`src/rtl/branch_resolve.sv`:
```
// branch_resolve: tracks each fetch-stage beq prediction through ID and EX,
// checks it against the real outcome in EX, and on a mispredict redirects
// the PC, flushes the younger IF/ID instructions and trains the predictor.
//
// Optional build macro BR_STATS_EN enables the saturating resolve/mispredict
// counters; without it oBranch_cnt and oMispredict_cnt are tied to 0.
module branch_resolve #(
    parameter int unsigned PC_W         = 32,
    parameter int unsigned FLUSH_CYCLES = 2,
    parameter int unsigned CNT_W        = 16
) (
    input  logic             clk,
    input  logic             rst_n,
    input  logic             iStall,
    input  logic             iBranch_IF,
    input  logic             iPredTaken_IF,
    input  logic [PC_W-1:0]  iPC_IF,
    input  logic [PC_W-1:0]  iTarget_IF,
    input  logic             iBranch_regE,
    input  logic             izero_regE,
    output logic             oFlush,
    output logic             oRedirect_valid,
    output logic [PC_W-1:0]  oRedirect_pc,
    output logic             oUpdate_valid,
    output logic             oUpdate_taken,
    output logic             oUpdate_miss,
    output logic [CNT_W-1:0] oMispredict_cnt,
    output logic [CNT_W-1:0] oBranch_cnt
);

    typedef enum logic [0:0] {StNormal, StFlush} state_e;

    state_e          state_q;
    logic [2:0]      flush_cnt_q;

    // Slot D follows the instruction in ID, slot E the one in EX
    logic            d_valid_q;
    logic            d_pred_q;
    logic [PC_W-1:0] d_alt_q;
    logic            e_valid_q;
    logic            e_pred_q;
    logic [PC_W-1:0] e_alt_q;

    logic [PC_W-1:0] alt_pc_if;
    logic            resolve;
    logic            miss;

    // Alternate path, resolve and mispredict decode for the current cycle
    always_comb begin
        // Fall-through address wraps naturally modulo 2^PC_W
        alt_pc_if = iPredTaken_IF ? (iPC_IF + PC_W'(4)) : iTarget_IF;
        resolve   = (state_q == StNormal) && !iStall && e_valid_q && iBranch_regE;
        miss      = resolve && (izero_regE != e_pred_q);
    end

    // Control FSM, tracking slots and registered outputs
    always_ff @(posedge clk or negedge rst_n) begin
        if (!rst_n) begin
            state_q         <= StNormal;
            flush_cnt_q     <= 3'd0;
            d_valid_q       <= 1'b0;
            d_pred_q        <= 1'b0;
            d_alt_q         <= '0;
            e_valid_q       <= 1'b0;
            e_pred_q        <= 1'b0;
            e_alt_q         <= '0;
            oFlush          <= 1'b0;
            oRedirect_valid <= 1'b0;
            oRedirect_pc    <= '0;
            oUpdate_valid   <= 1'b0;
            oUpdate_taken   <= 1'b0;
            oUpdate_miss    <= 1'b0;
        end else begin
            oUpdate_valid   <= resolve;
            oRedirect_valid <= 1'b0;
            if (resolve) begin
                oUpdate_taken <= izero_regE;
                oUpdate_miss  <= miss;
            end
            unique case (state_q)
                StNormal: begin
                    if (miss) begin
                        oRedirect_valid <= 1'b1;
                        oRedirect_pc    <= e_alt_q;
                        oFlush          <= 1'b1;
                        state_q         <= StFlush;
                        flush_cnt_q     <= 3'(FLUSH_CYCLES - 1);
                        d_valid_q       <= 1'b0;
                        e_valid_q       <= 1'b0;
                    end else if (!iStall) begin
                        d_valid_q <= iBranch_IF;
                        d_pred_q  <= iPredTaken_IF;
                        d_alt_q   <= alt_pc_if;
                        e_valid_q <= d_valid_q;
                        e_pred_q  <= d_pred_q;
                        e_alt_q   <= d_alt_q;
                    end
                end
                StFlush: begin
                    // Flush length is fixed; a stall does not stretch it
                    if (flush_cnt_q == 3'd0) begin
                        oFlush  <= 1'b0;
                        state_q <= StNormal;
                    end else begin
                        flush_cnt_q <= flush_cnt_q - 3'd1;
                    end
                end
                default: state_q <= StNormal;
            endcase
        end
    end

`ifdef BR_STATS_EN
    logic [CNT_W-1:0] br_cnt_q;
    logic [CNT_W-1:0] mis_cnt_q;

    // Saturating statistics, cleared only by reset
    always_ff @(posedge clk or negedge rst_n) begin
        if (!rst_n) begin
            br_cnt_q  <= '0;
            mis_cnt_q <= '0;
        end else begin
            if (resolve && (br_cnt_q != {CNT_W{1'b1}})) begin
                br_cnt_q <= br_cnt_q + CNT_W'(1);
            end
            if (miss && (mis_cnt_q != {CNT_W{1'b1}})) begin
                mis_cnt_q <= mis_cnt_q + CNT_W'(1);
            end
        end
    end

    assign oBranch_cnt     = br_cnt_q;
    assign oMispredict_cnt = mis_cnt_q;
`else
    assign oBranch_cnt     = '0;
    assign oMispredict_cnt = '0;
`endif

endmodule

```
`config.mk`:
```
export PLATFORM = sky130hd
export DESIGN_NAME = branch_resolve
export DESIGN_NICKNAME = d
export VERILOG_FILES = /design/src/rtl/branch_resolve.sv
export SDC_FILE = /design/constraint.sdc
export NUM_CORES = 1
export LEC_CHECK = 0
export CAP_MARGIN = 20
export CORE_MARGIN = 3
export CORE_UTILIZATION = 30
export CTS_CLUSTER_DIAMETER = 100
export DETAILED_ROUTE_END_ITERATION = 12
export PLACE_DENSITY = 0.64
export SYNTH_ARGS = -nofsm -noshare
export SYNTH_HDL_FRONTEND = slang
export SYNTH_SLANG_ARGS = --single-unit
```
`constraint.sdc`:
```
create_clock -name clk -period 2 [get_ports clk]
set_input_delay 0.2 -clock clk [delete_from_list [all_inputs] [get_ports clk]]
set_output_delay 0.2 -clock clk [all_outputs]
set_load 0.02 [all_outputs]
```
==> flow_metrics.env <==
export IMPL_finalMaxSlewViolations=0
export IMPL_outcome="finished clean"
export IMPL_grt_pass1_vias=3983
export IMPL_seq_area_frac_synth=0.5280
export IMPL_instances_no_fill=936
export IMPL_n_fill_cell=1715
export IMPL_worstSetupStartpointType="flop"
export IMPL_final_layout_size_suffix_gt1_frac=0.08799
export IMPL_p_leak_uw=0.003312
export IMPL_hold_path_class="in -> async"
export IMPL_utilization=0.4169
export IMPL_async_flop_share=1.000
export IMPL_cap_violations=0
export IMPL_dp_hpwl_mm=9.432
export IMPL_cts_tree="yes"
export IMPL_cts_resized=0
export IMPL_rsz0062_at_grt="no"
export IMPL_power_density_nw_per_um2=1205
export IMPL_placed_cell_area_um2=6644
export IMPL_arrival_ns=2.05
export IMPL_cts_sinks=109
export IMPL_insertedDiodeCount=0
export IMPL_wirelength_mm=12.32
export IMPL_syn_avg_cell_area_um2=8.877
export IMPL_grt_max_degree=46
export IMPL_die_h_um=137.2
export IMPL_reg2reg_to="d_alt_q[31]$_DFFE_PN0P_"
export IMPL_fin_nets=785
export IMPL_netlist_area_um2=5166
export IMPL_layout_common_cells="nand2_1, dfrtp_1, clkdlybuf4s50_1"
export IMPL_areaGrowthSynthToFinish_pct=34.78
export IMPL_clk_insertion_delay_late_ns=0.34
export IMPL_clockBufferDepth=2
export IMPL_grt_util_all_layers=0.1346
export IMPL_vdd_ir_drop_max_mv=0.5605
export IMPL_place_gp_congestion=0.7790
export IMPL_end_kind="flop"
export IMPL_synth_edff_count=0
export IMPL_cpPeakStageDelay_ns=0.51
export IMPL_postRouteAntennaNets=0
export IMPL_ios=140
export IMPL_synth_flop_cell="dfrtp_1"
export IMPL_die_w_um=137.2
export IMPL_reg2reg_depth=5
export IMPL_worstMarginPinSlew_ns=0.5542
export IMPL_vias=4030
export IMPL_r2r_setup_slack_ns=0.23
export IMPL_syn_inst=582
export IMPL_overflow=0
export IMPL_wl_met2_mm=5.518
export IMPL_fin_skew_ns=0.01090
export IMPL_hold_viol_final=0
export IMPL_first_iter_violations=248
export IMPL_numCtsBuffers=9
export IMPL_place_ws_ns=-0.04281
export IMPL_ys_warn_count=0
export IMPL_layout_commonest_cell="nand2_1"
export IMPL_clockRootBuffer="clkbuf_16"
export IMPL_cp_max_fo=3
export IMPL_port_buffers=107
export IMPL_firstDrtPassIters=4
export IMPL_dr_max_layer_used="met4"
export IMPL_worst_slack_ns=0.2319
export IMPL_final_area_um2=6963
export IMPL_max_freq_ghz=0.5656
export IMPL_crit_path_top_delay_cell="or4_1"
export IMPL_start_util=0.3093
export IMPL_crit_path_cell_trace="xnor2_1, o21a_1, nand2_1, or4_1, nand3_1"
export IMPL_core_rowCount=47
export IMPL_core_um2=16700
export IMPL_crit_family="simple AND/OR/NAND/NOR gates"
export IMPL_wl_met1_mm=6.028
export IMPL_cp_num_buf_inv=0
export IMPL_reg2reg_from="e_pred_q$_DFFE_PN0P_"
export IMPL_dpl_cell_count=919
export IMPL_htreeDepth=3
export IMPL_ys_ff_latch=109
export IMPL_met3_wirelength_um=631
export IMPL_grt_pass1_wl_mm=20.24
export IMPL_period_minus_slack_ns=1.768
export IMPL_crit_type="reg -> reg"
export IMPL_cp_required_ns=2.28
export IMPL_path_clk_slew_ns=0.07
export IMPL_drc=0
export IMPL_post_drt_via_cell_ratio=4.306
export IMPL_ys_types=39
export IMPL_antenna_found_initial=0
export IMPL_setup_violations=0
export IMPL_wl_per_cell_um=13.16
export IMPL_max_slew_margin=0.6305
export IMPL_die_area_um2=18830
export IMPL_min_period_over_period=0.8841
## routing by layer
metal  track usage  vias to the layer above
met2        0.2065                       93
met5             0                        -
met1        0.1964                     1844
li1              -                     2086
met3       0.02337                        7
met4       0.03659                        0
## report_power, final
part / leakage [uW] / internal [uW] / switching, uW
sequential: 0.00138 / 3140 / 512
combinational: 0.00178 / 1310 / 1610
clock: 0.000152 / 1040 / 779
total: 0.00331 / 5490 / 2900
## worst register-to-register path, cell delays in order (launching register included)
cell and delay [ns]:
dfrtp_1 0.42, xnor2_1 0.34, o21a_1 0.26, nand2_1 0.09
or4_1 0.51, nand3_1 0.10
## final cells by class
cell class	instances	area, um2	area share
clock buffers	11	252.7	0.03630
multi-input cells	435	2183	0.3136
inverters	9	33.78	0.004852
repair buffers	147	1434	0.2059
flip-flops and latches	109	2728	0.3917
well taps	220	275.3	0.03953
clock inverters	5	56.30	0.008086
## worst max path at each step
stage | start | end | slack (ns) | cells past startpoint
2_1_floorplan | state_q$_DFF_PN0_ | oRedirect_pc[28]$_DFFE_PN0P_ | 0.27 | 7
3_3_place_gp | iPC_IF[3] | d_alt_q[28]$_DFFE_PN0P_ | -0.0004 | 8
3_5_place_dp | iPC_IF[7] | d_alt_q[12]$_DFFE_PN0P_ | -0.04 | 8
4_1_cts | e_pred_q$_DFFE_PN0P_ | d_alt_q[31]$_DFFE_PN0P_ | 0.24 | 5
5_1_grt | e_pred_q$_DFFE_PN0P_ | d_alt_q[31]$_DFFE_PN0P_ | 0.11 | 5
6_report | e_pred_q$_DFFE_PN0P_ | d_alt_q[31]$_DFFE_PN0P_ | 0.23 | 5
## cells by family (layout without fill, tap and decap cells)
kind of cell,after synthesis,in the layout,synth area share
multiplexers,11,11,0.02156
XOR/XNOR,26,26,0.04408
adder cells (fa/ha/maj),3,3,0.007266
AND/OR/NAND/NOR,297,297,0.2553
flip-flops,109,109,0.5280
AO/OA/AOI/OAI,66,66,0.06902
buffers and inverters,69,172,0.07411
other,1,32,0.0007259
## synth_stat cells (2+ instances only)
master	instances	share of area
and4_1	3	0.0051
o21ai_0	37	0.036
o31ai_1	2	0.0029
nor3_1	3	0.0029
nand4_1	9	0.011
and2_1	2	0.0024
nor2_1	9	0.0065
xor2_1	18	0.031
clkbuf_1	21	0.015
xnor2_1	8	0.014
and3_1	8	0.0097
mux2i_1	10	0.019
a22o_1	3	0.0051
nor3b_1	15	0.022
dfrtp_1	109	0.53
buf_1	4	0.0029
nand2_1	225	0.16
ha_1	3	0.0073
a21oi_1	19	0.018
nand3_1	14	0.014
buf_4	32	0.047
buf_2	3	0.0029
inv_1	8	0.0058
o21a_1	2	0.0029
## registers in the layout (all words and copies together) (netlist names)
| name | cells |
|---|---|
| d_alt_q | 32 |
| d_pred_q | 1 |
| d_valid_q | 1 |
| e_alt_q | 32 |
| e_pred_q | 1 |
| e_valid_q | 1 |
| flush_cnt_q | 3 |
| oFlush | 1 |
| oRedirect_pc | 32 |
| oRedirect_valid | 1 |
| oUpdate_miss | 1 |
| oUpdate_taken | 1 |
| oUpdate_valid | 1 |
| state_q | 1 |
## metrics by stage
step           hold WS [ns]  setup TNS, ns  power [uW]
6_report             0.3872              0        8389
5_1_grt              0.4297              0        9032
4_1_cts              0.3993              0        8505
3_5_place_dp         0.2218        -0.1024        6652
3_3_place_gp         0.2194     -0.0004003        6589
2_1_floorplan      -0.09559              0        5289
## repair_timing
item / in CTS / in global routing
endpoints found under the hold margin: 37 / 0
hold buffers: 1 / 0
setup buffers: 0 / 0
setup endpoints to repair: 0 / 0
(Power assumes the default switching activity.)
